File: src/rtl/tinker_rf_pkg.sv
`timescale 1ns/1ps
`default_nettype none
// ============================================================================
//  Package     : tinker_rf_pkg
//  Description : Shared constants for the Tinker register-file access path:
//                register-file command codes, controller FSM encoding and
//                default datapath widths.
//  Revision    : 1.0 - initial release
// ============================================================================
package tinker_rf_pkg;

  // Default datapath geometry: 64-bit registers, 32 entries
  localparam int DEFAULT_DATA_WIDTH = 64;
  localparam int DEFAULT_IDX_WIDTH  = 5;

  // Register-file command codes carried on rf_ctrl
  localparam logic [1:0] RF_CMD_HOLD = 2'b00;
  localparam logic [1:0] RF_CMD_RD1  = 2'b01;
  localparam logic [1:0] RF_CMD_RD2  = 2'b10;
  localparam logic [1:0] RF_CMD_WR   = 2'b11;

  // Controller FSM encoding
  typedef enum logic [1:0] {
    ST_IDLE     = 2'd0,
    ST_RD_ISSUE = 2'd1,
    ST_OP_HOLD  = 2'd2
  } rf_state_t;

endpackage : tinker_rf_pkg
`default_nettype wire

File: src/rtl/regfile_access_controller_if.sv
`timescale 1ns/1ps
`default_nettype none
// ============================================================================
//  Interface   : regfile_access_controller_if
//  Description : Bundles the operand-read request stream, the operand return
//                stream, the writeback request and the register-file command
//                bus around the register-file access controller.
//                master : the controller itself
//                slave  : decode/execute stages plus the register file
//  Revision    : 1.0 - initial release
// ============================================================================
interface regfile_access_controller_if
  import tinker_rf_pkg::*;
#(
  parameter int DATA_WIDTH = DEFAULT_DATA_WIDTH,
  parameter int IDX_WIDTH  = DEFAULT_IDX_WIDTH
);

  // Operand-read request (decode -> controller)
  logic                  rd_req_valid;
  logic                  rd_req_ready;
  logic                  rd_req_two;
  logic [IDX_WIDTH-1:0]  rd_req_idx_a;
  logic [IDX_WIDTH-1:0]  rd_req_idx_b;

  // Operand return (controller -> execute)
  logic                  op_valid;
  logic                  op_ready;
  logic [DATA_WIDTH-1:0] op_a;
  logic [DATA_WIDTH-1:0] op_b;

  // Writeback request (execute -> controller)
  logic                  wb_valid;
  logic                  wb_ready;
  logic [IDX_WIDTH-1:0]  wb_idx;
  logic [DATA_WIDTH-1:0] wb_data;

  // Register-file command bus and output latches
  logic [1:0]            rf_ctrl;
  logic [DATA_WIDTH-1:0] rf_port_1;
  logic [DATA_WIDTH-1:0] rf_port_2;
  logic [DATA_WIDTH-1:0] rf_out_1;
  logic [DATA_WIDTH-1:0] rf_out_2;

  modport master (
    input  rd_req_valid, rd_req_two, rd_req_idx_a, rd_req_idx_b,
    output rd_req_ready,
    output op_valid, op_a, op_b,
    input  op_ready,
    input  wb_valid, wb_idx, wb_data,
    output wb_ready,
    output rf_ctrl, rf_port_1, rf_port_2,
    input  rf_out_1, rf_out_2
  );

  modport slave (
    output rd_req_valid, rd_req_two, rd_req_idx_a, rd_req_idx_b,
    input  rd_req_ready,
    input  op_valid, op_a, op_b,
    output op_ready,
    output wb_valid, wb_idx, wb_data,
    input  wb_ready,
    input  rf_ctrl, rf_port_1, rf_port_2,
    output rf_out_1, rf_out_2
  );

endinterface : regfile_access_controller_if
`default_nettype wire

File: src/rtl/regfile_access_controller.sv
`timescale 1ns/1ps
`default_nettype none
// ============================================================================
//  Module      : regfile_access_controller
//  Description : Initiator side of the 2-bit register-file command bus.
//                Arbitrates writebacks (priority) against operand reads,
//                issues one registered command per cycle and returns the
//                read operands on a valid/ready stream. A read occupies
//                IDLE -> RD_ISSUE -> OP_HOLD; writes may issue from IDLE or
//                while operands are held, never alongside a read command.
//  Revision    : 1.0 - initial release
// ============================================================================
module regfile_access_controller
  import tinker_rf_pkg::*;
#(
  parameter int DATA_WIDTH = DEFAULT_DATA_WIDTH,
  parameter int IDX_WIDTH  = DEFAULT_IDX_WIDTH
) (
  input  logic                        clk,
  input  logic                        reset,
  regfile_access_controller_if.master bus
);

  localparam int PAD_WIDTH = DATA_WIDTH - IDX_WIDTH;

  rf_state_t             state;
  rf_state_t             next_state;

  // Command slot: what the register file samples at the end of this cycle
  logic [1:0]            slot_ctrl;
  logic [DATA_WIDTH-1:0] slot_port_1;
  logic [DATA_WIDTH-1:0] slot_port_2;
  logic [1:0]            slot_ctrl_nxt;
  logic [DATA_WIDTH-1:0] slot_port_1_nxt;
  logic [DATA_WIDTH-1:0] slot_port_2_nxt;

  // Request type of the read in flight; selects whether op_b is meaningful
  logic                  two_req;
  logic                  two_req_nxt;

  logic                  rd_ready;
  logic                  wb_rdy;
  logic                  wb_fire;
  logic                  rd_fire;

  logic                  op_vld;
  logic [DATA_WIDTH-1:0] op_a_val;
  logic [DATA_WIDTH-1:0] op_b_val;

  // State, command slot and request-type registers
  always_ff @(posedge clk) begin
    if (reset) begin
      state       <= ST_IDLE;
      slot_ctrl   <= RF_CMD_HOLD;
      slot_port_1 <= '0;
      slot_port_2 <= '0;
      two_req     <= 1'b0;
    end else begin
      state       <= next_state;
      slot_ctrl   <= slot_ctrl_nxt;
      slot_port_1 <= slot_port_1_nxt;
      slot_port_2 <= slot_port_2_nxt;
      two_req     <= two_req_nxt;
    end
  end

  // Arbitration, next state and next command slot; the slot falls back to
  // HOLD so a read command is live for exactly the RD_ISSUE cycle and the
  // output latches stay frozen through OP_HOLD.
  always_comb begin
    next_state      = state;
    slot_ctrl_nxt   = RF_CMD_HOLD;
    slot_port_1_nxt = '0;
    slot_port_2_nxt = '0;
    two_req_nxt     = two_req;
    rd_ready        = 1'b0;
    wb_rdy          = 1'b0;
    wb_fire         = 1'b0;
    rd_fire         = 1'b0;

    case (state)
      ST_IDLE: begin
        wb_rdy   = 1'b1;
        rd_ready = !bus.wb_valid;
        wb_fire  = bus.wb_valid;
        rd_fire  = bus.rd_req_valid && rd_ready;
        if (wb_fire) begin
          slot_ctrl_nxt   = RF_CMD_WR;
          slot_port_1_nxt = bus.wb_data;
          slot_port_2_nxt = {{PAD_WIDTH{1'b0}}, bus.wb_idx};
        end else if (rd_fire) begin
          slot_ctrl_nxt   = bus.rd_req_two ? RF_CMD_RD2 : RF_CMD_RD1;
          slot_port_1_nxt = {{PAD_WIDTH{1'b0}}, bus.rd_req_idx_a};
          slot_port_2_nxt = bus.rd_req_two ? {{PAD_WIDTH{1'b0}}, bus.rd_req_idx_b}
                                           : '0;
          two_req_nxt     = bus.rd_req_two;
          next_state      = ST_RD_ISSUE;
        end
      end

      ST_RD_ISSUE: begin
        next_state = ST_OP_HOLD;
      end

      ST_OP_HOLD: begin
        // Writes leave the latches untouched, so they may drain while the
        // consumer stalls without disturbing the held operands.
        wb_rdy  = 1'b1;
        wb_fire = bus.wb_valid;
        if (wb_fire) begin
          slot_ctrl_nxt   = RF_CMD_WR;
          slot_port_1_nxt = bus.wb_data;
          slot_port_2_nxt = {{PAD_WIDTH{1'b0}}, bus.wb_idx};
        end
        if (bus.op_ready) begin
          next_state = ST_IDLE;
        end
      end

      default: begin
        next_state = ST_IDLE;
      end
    endcase
  end

  // Operand return; driven straight from the stable register-file latches
  always_comb begin
    op_vld   = 1'b0;
    op_a_val = '0;
    op_b_val = '0;
    if (state == ST_OP_HOLD) begin
      op_vld   = 1'b1;
      op_a_val = bus.rf_out_1;
      op_b_val = two_req ? bus.rf_out_2 : '0;
    end
  end

  assign bus.rd_req_ready = rd_ready;
  assign bus.wb_ready     = wb_rdy;
  assign bus.op_valid     = op_vld;
  assign bus.op_a         = op_a_val;
  assign bus.op_b         = op_b_val;
  assign bus.rf_ctrl      = slot_ctrl;
  assign bus.rf_port_1    = slot_port_1;
  assign bus.rf_port_2    = slot_port_2;

endmodule : regfile_access_controller
`default_nettype wire

File: src/flat_wrapper.sv
// flat-port wrapper written by rule: the top's interface ports become plain ports
module regfile_access_controller_flat import tinker_rf_pkg::*;
#(
  parameter int DATA_WIDTH = DEFAULT_DATA_WIDTH,
  parameter int IDX_WIDTH  = DEFAULT_IDX_WIDTH
)
  (clk, reset, bus_rd_req_valid, bus_rd_req_two, bus_rd_req_idx_a, bus_rd_req_idx_b, bus_rd_req_ready, bus_op_valid, bus_op_a, bus_op_b, bus_op_ready, bus_wb_valid, bus_wb_idx, bus_wb_data, bus_wb_ready, bus_rf_ctrl, bus_rf_port_1, bus_rf_port_2, bus_rf_out_1, bus_rf_out_2);
  regfile_access_controller_if #(.DATA_WIDTH(DATA_WIDTH), .IDX_WIDTH(IDX_WIDTH)) bus_i ();
  input  logic clk;
  input  logic reset;
  input wire logic [$bits(bus_i.rd_req_valid)-1:0] bus_rd_req_valid;
  input wire logic [$bits(bus_i.rd_req_two)-1:0] bus_rd_req_two;
  input wire logic [$bits(bus_i.rd_req_idx_a)-1:0] bus_rd_req_idx_a;
  input wire logic [$bits(bus_i.rd_req_idx_b)-1:0] bus_rd_req_idx_b;
  output wire logic [$bits(bus_i.rd_req_ready)-1:0] bus_rd_req_ready;
  output wire logic [$bits(bus_i.op_valid)-1:0] bus_op_valid;
  output wire logic [$bits(bus_i.op_a)-1:0] bus_op_a;
  output wire logic [$bits(bus_i.op_b)-1:0] bus_op_b;
  input wire logic [$bits(bus_i.op_ready)-1:0] bus_op_ready;
  input wire logic [$bits(bus_i.wb_valid)-1:0] bus_wb_valid;
  input wire logic [$bits(bus_i.wb_idx)-1:0] bus_wb_idx;
  input wire logic [$bits(bus_i.wb_data)-1:0] bus_wb_data;
  output wire logic [$bits(bus_i.wb_ready)-1:0] bus_wb_ready;
  output wire logic [$bits(bus_i.rf_ctrl)-1:0] bus_rf_ctrl;
  output wire logic [$bits(bus_i.rf_port_1)-1:0] bus_rf_port_1;
  output wire logic [$bits(bus_i.rf_port_2)-1:0] bus_rf_port_2;
  input wire logic [$bits(bus_i.rf_out_1)-1:0] bus_rf_out_1;
  input wire logic [$bits(bus_i.rf_out_2)-1:0] bus_rf_out_2;
  assign bus_i.rd_req_valid = bus_rd_req_valid;
  assign bus_i.rd_req_two = bus_rd_req_two;
  assign bus_i.rd_req_idx_a = bus_rd_req_idx_a;
  assign bus_i.rd_req_idx_b = bus_rd_req_idx_b;
  assign bus_rd_req_ready = bus_i.rd_req_ready;
  assign bus_op_valid = bus_i.op_valid;
  assign bus_op_a = bus_i.op_a;
  assign bus_op_b = bus_i.op_b;
  assign bus_i.op_ready = bus_op_ready;
  assign bus_i.wb_valid = bus_wb_valid;
  assign bus_i.wb_idx = bus_wb_idx;
  assign bus_i.wb_data = bus_wb_data;
  assign bus_wb_ready = bus_i.wb_ready;
  assign bus_rf_ctrl = bus_i.rf_ctrl;
  assign bus_rf_port_1 = bus_i.rf_port_1;
  assign bus_rf_port_2 = bus_i.rf_port_2;
  assign bus_i.rf_out_1 = bus_rf_out_1;
  assign bus_i.rf_out_2 = bus_rf_out_2;
  regfile_access_controller #(.DATA_WIDTH(DATA_WIDTH), .IDX_WIDTH(IDX_WIDTH)) u_core (.clk(clk), .reset(reset), .bus(bus_i));
endmodule
File: config.mk
export PLATFORM = sky130hd
export DESIGN_NAME = regfile_access_controller_flat
export DESIGN_NICKNAME = d
export VERILOG_FILES = /design/src/rtl/tinker_rf_pkg.sv /design/src/rtl/regfile_access_controller_if.sv /design/src/rtl/regfile_access_controller.sv /design/src/flat_wrapper.sv
export SDC_FILE = /design/constraint.sdc
export NUM_CORES = 1
export LEC_CHECK = 0
export CAP_MARGIN = 40
export CORE_AREA = 2 2 183 185
export CTS_CLUSTER_SIZE = 16
export DETAILED_ROUTE_END_ITERATION = 6
export DIE_AREA = 0 0 185 187
export SLEW_MARGIN = 5
export SYNTH_ARGS = -nofsm -noshare
export SYNTH_HDL_FRONTEND = slang
export SYNTH_SLANG_ARGS = --single-unit
File: constraint.sdc
create_clock -name clk -period 1.37 [get_ports clk]
set_input_delay 0.274 -clock clk [delete_from_list [all_inputs] [get_ports clk]]
set_output_delay 0.274 -clock clk [all_outputs]
set_load 0.01 [all_outputs]
**Word-level counts from Yosys, hierarchy flattened**

Cells that the tools add are included.

- Equal/unequal tests: 5
- Magnitude comparators: 0
- Add/subtract/negate cells: 0
- Div/mod/pow operators: 0
- Multiplexer cells: 24
- Reduce and logical (&&, ||, !) cells: 6
- Multiply operators: 0
- Shift-type cells: 0
- Bitwise gates (word level): 1

Operator list:

| kind | number |
|---|---|
| two-way mux 64 bit | 7 |
| case mux 64 bit (2 select lines) | 2 |
| two-way mux 5 bit | 3 |
| two-way mux 2 bit | 7 |
| case mux 2 bit (3 select lines) | 1 |
| AND reduction 3 bit | 2 |
| != test 2 bit, second input constant | 2 |
| case mux 2 bit (2 select lines) | 1 |
| two-way mux 1 bit | 3 |
| equality test 2 x 1 -> 1 bit, second input constant | 1 |
| equality test 2 bit, second input constant | 1 |
| zero test 2 bit | 1 |
| != test 2 x 1 -> 1 bit, second input constant | 1 |
| OR reduction 2 bit | 1 |
| logical AND 1 bit | 1 |
| zero test 1 bit | 1 |
| inverter 1 bit | 1 |

- RAM bits: 0
- Bits in latches: 0
- Word-level logic and storage cells: 41
- Memory bits (read-only): 0
- Memories kept: 0
- Output and inout bits: 261
- Register bits: 133

**Logic depth before layout (Yosys ltp)**

Gate-level depths: netlist of run 1.

- Word-level depth: 5
- Depth in mapped cells: 4
- Depth with buffers taken out: 2

**Worst setup path after synthesis of run 1**

OpenSTA, ideal clock, no wires.

- Path type: register -> output
- Start: register u_core.state[1]
- End: output port bus_op_b[10]
- Setup slack: 0.005 ns
- Buffers on the path: 2
- Data arrival time: 1.091 ns
- Required time: 1.096 ns
- Cell stages (with the launch flop): 5
- Cells stage by stage: dfxtp_1 -> nor2b_1 -> buf_4 -> clkbuf_2 -> and3_1

- Longest elaborated chain between the ends: 2

RTL lines:

| item | line | RTL |
|---|---|---|
| start: declaration | regfile_access_controller.sv:26 | `rf_state_t state;` |
| start signal: assignment | regfile_access_controller.sv:59 | `state <= next_state;` |
| equality test 2 bit | regfile_access_controller.sv:131 | `if (state == ST_OP_HOLD) begin` |
| two-way mux 64 bit | regfile_access_controller.sv:131 |  |
| end: declaration | flat_wrapper.sv:18 | `output wire logic [$bits(bus_i.op_b)-1:0] bus_op_b;` |

Every way passes these cells.

**Final worst setup path of run 1**

- Start: register u_core.state[1]
- End: output port bus_op_b[38]

The elaborated chain is that of the path after synthesis.

==> results of run 1 <==
[path summary, 6_finish.rpt]
| kind | cells past startpoint | slack, ns | to | from |
|---|---|---|---|---|
| max | 5 | -0.49 | bus_op_b[38] | u_core.state[1] |
| min | 2 | 0.49 | u_core.bus.rf_port_1[55] | bus_wb_data[55] |
| max reg2reg | 5 | 0.04 | u_core.bus.rf_port_1[2] | u_core.state[0] |
| min reg2reg | 3 | 0.66 | u_core.state[1] | u_core.state[1] |
[report_power, final]
part / internal [mW] / switching [mW] / leakage [nW]
clock network: 1.45 / 0.934 / 0.146
registers: 2.25 / 0.0284 / 0.609
logic: 0.896 / 0.498 / 4.23
[final cells by class]
type	count	area (um2)	share of cell area
tap	448	561	0.0653
antenna	1	2.50	0.000291
inverter	1	3.75	0.000437
clock buffer	11	243	0.0283
multi-input combinational	278	1810	0.210
clock inverter	4	52.6	0.00612
sequential	74	1490	0.173
timing repair buffer	457	4430	0.516
[per-layer routing]
metal / vias up / routed length (um) / GRT usage
met5: - / 23 / 0
met4: 4 / 219 / 0.0238
met3: 19 / 2750 / 0.0535
met2: 287 / 11100 / 0.212
met1: 1898 / 7870 / 0.121
li1: 1990 / - / -
[sequential cells by signal (all words and copies together), names as in the netlist]
register,cells
u_core.bus.rf_ctrl,2
u_core.bus.rf_port_1,64
u_core.two_req,1
u_core.state,2
u_core.bus.rf_port_2,5
[cells in the mapped netlist (2+ instances only)]
master	number	area (um2)
and2_1	129	807
dfxtp_1	74	1480
nand2b_1	3	18.8
and3_1	64	400
clkbuf_2	11	55.1
clkbuf_1	13	48.8
a32o_1	9	90.1
buf_4	61	458
buf_2	3	15.0
nor3b_1	2	15.0
[what timing repair did]
action / CTS / global route
cloned: 1 / 5
resized for setup: 286 / 315
pin swaps: 5 / 12
endpoints found under the setup margin: 203 / 226
setup buffers: 5 / 8
[critical path: cells and delay by family, from the launching register on]
kind          cells  cell delay [ns]
simple gates      2             0.37
flops             1             0.32
buf+inv           3             0.54
[cell families (layout without fill, tap and decap cells)]
kind of cell,Yosys count,count (layout),synth area share
AND/OR/NAND/NOR,205,205,0.373
buffers and inverters,90,473,0.168
flip-flops,74,74,0.421
AO/OA/AOI/OAI,13,13,0.0338
other,1,60,0.00107
multiplexers,1,1,0.00285
==> results.cfg, run 1 <==
[floorplan]
dieArea_um2 = 34600
num_rows = 67
start_util = 0.107
die_x_um = 185
ios = 474
core_area_um2 = 32900
die_h_um = 187

[timing]
hold_viol = 0
hold_slack_ns = 0.488
min_period_ns = 1.86
fin_skew_ns = 0.00629
fmax_ghz = 0.538
layout_setup_ws_ns = -0.488
rsz0062_at_grt = yes
fin_tns_setup_ns = -47.14
slew_violations = 0
setup_violations = 171
finalCritPeriodShare = 1.36

[setup_path]
required_ns = 1.10
path_max_fanout = 9
crit_chain = nor2b_4 -> buf_12 -> buf_6 -> and3_4 -> clkdlybuf4s15_2
startpoint_type = register
worstPathArrival_ns = 1.58
cp_slowest_stage_delay_ns = 0.32
critical_path_class = reg -> out
end_kind = output port
slowest_stage = dfxtp_2

[cells_and_area]
fin_area_um2 = 8590
utilization = 0.261
n_fill_cell = 3572
instances_no_fill = 1274
area_growth_pct = 144
final_cell_mix = clkdlybuf4s50_1 (212), and2_1 (116), dlymetal6s2s_1 (72), dfxtp_1 (71)
drive_gt1_frac = 0.279
final_common_cell = clkdlybuf4s50_1
final_nets = 1034

[placed_design]
portBuffers = 414
dp_slack_ns = -0.520
placed_area_um2 = 8100
dp_cells = 1240
gp_congestion = 0.753
hpwl_um = 18000

[outcome]
violations = negative setup slack
outcome = finished with violations

[clock_network]
clock_path_buffers = 2
cts_buffers = 9
clkSinkCount = 74
cts_hold_buf = 0
htree_num_levels = 3
cts_tree = done
clkTransAtPathRegs_ns = 0.06
root_buffer = clkbuf_16
clk_latency_ns = 0.34

[synth]
yosys_warnings = 0
ys_seq_elements = 74
yosys.cell_types.count = 25
synth-main-ff-cell = dfxtp_1
syn_inst = 384
avgSynthCellArea_um2 = 9.16
async_flop_share = 0
ys_seq_area_frac = 0.421
syn_area_um2 = 3520
synth_edf_count = 0

[grt]
grt_first_pass_wirelength_um = 28400
grt_util_all_layers = 0.116
grt_max_degree = 57
grt_pass1_vias = 4071
antenna_found_initial = 6
overflow = 0

[job]
cap_violations = 0

[power_and_ir_drop]
powerDensity_nw_per_um2 = 706
irDropWorstVdd_uv = 764
leakage_nw = 4.98
finalPower_mw = 6.06

[route]
drc = 0
drt-wirelength-per-cell_um = 17.2
antenna_left = 0
dr.pass1.iters = 4
wirelength_um = 22000
vias = 4198
initialDrtViolationCount = 87
drt-vias-per-instance = 3.30

[hold_path]
hold_path.class = in -> reg
No activity file was read; power rests on OpenSTA's default activity.
==> inputs of run 2 (changes only) <==
Settings changed: CORE_AREA 2 2 183 185 to 2 2 187 189, DIE_AREA 0 0 185 187 to 0 0 189 191.
Clock period 1.37 ns to 2.39 ns, I/O delays scaled along.
==> run 2 against run 1 <==
  * The run now ends clean
  * Cell count decreased by 1.2%
  * Via count down 3.3%
  * Worst hold slack gained 0.19 ns
  * Die area grew 4.3%
  * Combinational power fell by 44%
  * Clock power fell by 47%
  * Register-to-register slack improved by 1.0 ns
  * Final area shrank 2.2%
  * Utilization shrank 1.5 points
  * Largest power group is now sequential cells
  * Highest routed layer is now met4
==> results.cfg, run 2 (synthesized netlist as in run 1, its figures left out) <==
[outcome]
outcome = finished clean

[cells_and_area]
drive_gt1_frac = 0.0734
area_growth_pct = 139
largest_reg_flops = 64
antenna_cells = 0
final_common_cell = clkdlybuf4s50_1
final_nets = 1012
instances_no_fill = 1259
fin_area_um2 = 8400
final_cell_mix = clkdlybuf4s50_1 (306), and2_1 (129), dlygate4sd2_1 (93), dfxtp_1 (73)

[floorplan]
ios = 474
start_util = 0.103
core_area_um2 = 34100
num_rows = 68
die_h_um = 191
die_x_um = 189
dieArea_um2 = 36100

[power_and_ir_drop]
irDropWorstVdd_uv = 445
combPwrFrac = 0.233
swShare = 0.255
clkPwrFrac = 0.378
switching_power_mw = 0.856
intPower_mw = 2.51
leakage_nw = 3.97
pwr-share-seq = 0.388
powerDensity_nw_per_um2 = 400

[timing]
min_period_ns = 2.32
fmax_ghz = 0.431
hold_slack_ns = 0.679
layout_setup_ws_ns = 0.0694
setup_violations = 0
fin_tns_setup_ns = 0
finalCritPeriodShare = 0.971
slew_violations = 0
hold_viol = 0
rsz0062_at_grt = no
fin_skew_ns = 0.00557

[setup_path]
path_max_fanout = 19
crit_end = bus_op_a[45]
cp_slowest_stage_delay_ns = 0.53
crit_buf_inv = 3
slowest_stage = clkdlybuf4s50_1
r2r-start = u_core.state[0]
reg2reg_depth = 4
crit_family = buffers and inverters
worstPathArrival_ns = 1.84
critical_path_class = reg -> out
startpoint_type = register
cp.depth = 5
required_ns = 1.91
startpoint = u_core.state[1]
reg2reg_to = u_core.bus.rf_port_1[56]
r2r_slack_ns = 1.07
crit_chain = nor2b_4 -> buf_12 -> clkbuf_16 -> and2_1 -> clkdlybuf4s50_1
end_kind = output port

[route]
drt-vias-per-instance = 3.23
initialDrtViolationCount = 59
vias = 4061
dr.pass1.iters = 4
drt-wirelength-per-cell_um = 17.7
wirelength_um = 22300
antenna_left = 0
drc = 0

[grt]
grt_util_all_layers = 0.115
antenna_found_initial = 0
grt_first_pass_wirelength_um = 29000
overflow = 0
grt_max_degree = 66
grt_pass1_vias = 3987

[clock_network]
cts_tree = done
clkTransAtPathRegs_ns = 0.06
htree_num_levels = 3
clkSinkCount = 74
clk_latency_ns = 0.35
root_buffer = clkbuf_16
cts_buffers = 9
clock_path_buffers = 2

[placed_design]
gp_congestion = 0.728
placed_area_um2 = 8040
dp_cells = 1236
dp_slack_ns = 0.0351
portBuffers = 414
hpwl_um = 18400

[job]
cap_violations = 0

[hold_path]
hold_path.class = reg -> reg
## run 2: per-layer routing
layer	GRT usage	vias to the layer above	share of wire
met1	0.117	1841	0.36
met5	0	-	0
met3	0.0565	12	0.12
met2	0.212	258	0.52
li1	-	1950	-
met4	0.0225	0	0.0070
## run 2: area by class of cell
cell class | instances | area, um2
fill | 3722 | 25700
inverter | 1 | 3.75
multi-input combinational | 278 | 1680
timing repair buffer | 435 | 4380
clock inverter | 7 | 53.8
tap | 455 | 569
clock buffer | 9 | 225
sequential | 74 | 1480
## run 2: repair_timing
action | in CTS | in global routing
setup buffers | 3 | 0
endpoints found under the setup margin | 100 | 21
cloned | 3 | 1
hold buffers | 0 | 0
resized for setup | 108 | 6
## run 2: stage by stage
| step | util | power [mW] |
|---|---|---|
| finish | 0.246 | 3.36 |
| global route | 0.246 | 3.52 |
| CTS | 0.245 | 3.43 |
| detailed placement | 0.236 | 2.11 |
| global placement | 0.236 | 2.10 |
| floorplan | - | 1.60 |
## run 2: tightest hold or removal path, stage by stage, from the launching register on
cell      delay [ns]
dfxtp_2         0.32
buf_12          0.16
nand2b_1        0.09
mux2i_1         0.06
## run 2: power by group through the flow
stage               combinational, mW  sequential, mW  clock [mW]
global placement                0.769            1.33           0
CTS                             0.789            1.31        1.33
finish                          0.784            1.31        1.27
global route                    0.841            1.31        1.37
detailed placement              0.772            1.33           0
floorplan                       0.243            1.36           0
## run 2: worst min path at each step
stage	to	from	cells past startpoint	slack, ns
after detailed placement	u_core.state[1]	u_core.state[1]	3	0.67
after CTS	u_core.bus.rf_port_1[13]	bus_wb_data[13]	2	0.67
final	u_core.two_req	u_core.two_req	3	0.68
after floorplan	u_core.state[1]	reset	1	0.55
after global placement	u_core.state[1]	u_core.state[1]	3	0.67
after global routing	u_core.bus.rf_port_1[14]	bus_wb_data[14]	2	0.68
==> inputs of run 3 (changes only) <==
Settings changed: SETUP_SLACK_MARGIN set to 0.05.
==> run 3 against run 2 <==
  * Global-route usage unchanged
  * Utilization down 0.21 points
  * Combinational power down 2%
  * Register-to-register slack about the same
  * Final area down 0.83%
  * Largest power group unchanged
  * Clock power about the same
  * Worst hold slack worse by 0.00066 ns
  * Sequential share of layout area up 0.15 points
  * Flip-flop and latch count unchanged
  * Clock-buffer cell count unchanged
  * Largest cell class unchanged
  * Worst setup slack better by 0.064 ns
  * Sequential power about the same
==> results.cfg, run 3 (synthesized netlist as in run 1, its figures left out) <==
[setup_path]
crit_buf_inv = 3
required_ns = 1.91
crit_family = buffers and inverters
startpoint_type = register
cp_slowest_stage_delay_ns = 0.33
reg2reg_depth = 4
worstPathArrival_ns = 1.78
cp.depth = 5
crit_chain = nor2b_4 -> buf_12 -> bufbuf_16 -> and3_1 -> dlygate4sd2_1
slowest_stage = dfxtp_1
path_max_fanout = 20
critical_path_class = reg -> out
end_kind = output port

[floorplan]
die_x_um = 189
dieArea_um2 = 36100
core_area_um2 = 34100
die_h_um = 191
ios = 474
start_util = 0.103
num_rows = 68

[timing]
finalCritPeriodShare = 0.944
min_period_ns = 2.26
fin_tns_setup_ns = 0
fin_skew_ns = 0.00557
setup_violations = 0
rsz0062_at_grt = yes
fmax_ghz = 0.443
slew_violations = 0
hold_viol = 0

[route]
vias = 4048
drt-wirelength-per-cell_um = 17.5
drc = 0
initialDrtViolationCount = 62
antenna_left = 0
drt-vias-per-instance = 3.22
dr.pass1.iters = 4
wirelength_um = 22000

[power_and_ir_drop]
powerDensity_nw_per_um2 = 402
leakage_nw = 3.98
irDropWorstVdd_uv = 445

[clock_network]
cts_hold_buf = 0
clk_latency_ns = 0.35
clkTransAtPathRegs_ns = 0.06
cts_tree = done
htree_num_levels = 3
root_buffer = clkbuf_16
cts_buffers = 9
clock_path_buffers = 2
clkSinkCount = 74

[cells_and_area]
final_cell_mix = clkdlybuf4s50_1 (286), and2_1 (129), dlygate4sd2_1 (107), dfxtp_1 (73)
antenna_cells = 0
area_growth_pct = 137
instances_no_fill = 1258
final_common_cell = clkdlybuf4s50_1
drive_gt1_frac = 0.0772
largest_reg_flops = 64
final_nets = 1011

[hold_path]
hold_path.class = reg -> reg
hold_depth = 3

[placed_design]
portBuffers = 414
gp_congestion = 0.728
dp_cells = 1236
hpwl_um = 18400

[grt]
grt_max_degree = 66
antenna_found_initial = 0
grt_pass1_vias = 3982
overflow = 0
grt_util_all_layers = 0.115
grt_first_pass_wirelength_um = 29000

[job]
cap_violations = 0

[outcome]
outcome = finished clean
run 3: cell types whose count changed in the layout (fill, tap and decap cells not counted), sizes merged:
cell | before | now
clkbuf | 10 | 13
clkdlybuf4s15 | 3 | 8
clkdlybuf4s50 | 306 | 286
dlygate4sd2 | 93 | 107
dlymetal6s2s | 3 | 0
run 3: worst paths after layout:
check | start | to | slack (ns)
setup / recovery | u_core.state[1] | bus_op_b[38] | 0.13
hold / removal | u_core.two_req | u_core.two_req | 0.68
setup reg to reg | u_core.state[0] | u_core.bus.rf_port_1[56] | 1.07
hold reg to reg | u_core.two_req | u_core.two_req | 0.68
run 3: final cells by class:
class	instances	area, um2
multi-input combinational	278	1680
clock inverter	7	53.8
tap	455	569
clock buffer	9	225
fill	3738	25800
timing repair buffer	434	4310
sequential	74	1480
inverter	1	3.75
run 3: per-stage QoR:
step | utilization | setup WS [ns] | hold slack (ns) | total power, mW | instance area, um2
final | 0.244 | 0.134 | 0.678 | 3.35 | 8330
after detailed placement | 0.236 | 0.0351 | 0.668 | 2.11 | 8040
after global placement | 0.236 | 0.0387 | 0.671 | 2.10 | 8040
after CTS | 0.244 | 0.0368 | 0.667 | 3.42 | 8340
after global routing | 0.244 | 0.0281 | 0.676 | 3.51 | 8330
after floorplan | - | 0.821 | 0.547 | 1.60 | 3730
run 3: report_power, final:
group | internal, mW | leakage (nW) | switching (mW) | total [mW]
clock network | 0.707 | 0.128 | 0.565 | 1.27
registers | 1.29 | 0.608 | 0.0165 | 1.31
logic | 0.502 | 3.25 | 0.270 | 0.772
total | 2.50 | 3.98 | 0.852 | 3.35
run 3: repair_timing:
item | CTS | global route
endpoints found under the setup margin | 119 | 12
gates cloned | 3 | 0
endpoints found under the hold margin | 0 | 0
gates resized for setup | 133 | 14
setup buffers | 3 | 0
run 3: worst min-delay path, cell delays in order, from the launching register on:
cell and delay, ns:
dfxtp_2 0.32, buf_12 0.16, nand2b_1 0.09, mux2i_1 0.06
run 3: metal layers:
metal	vias up	GRT usage	part of all wire
met2	256	0.212	0.52
met4	0	0.0225	0.0072
met1	1832	0.117	0.35
met5	-	0	0
li1	1948	-	-
met3	12	0.0565	0.12
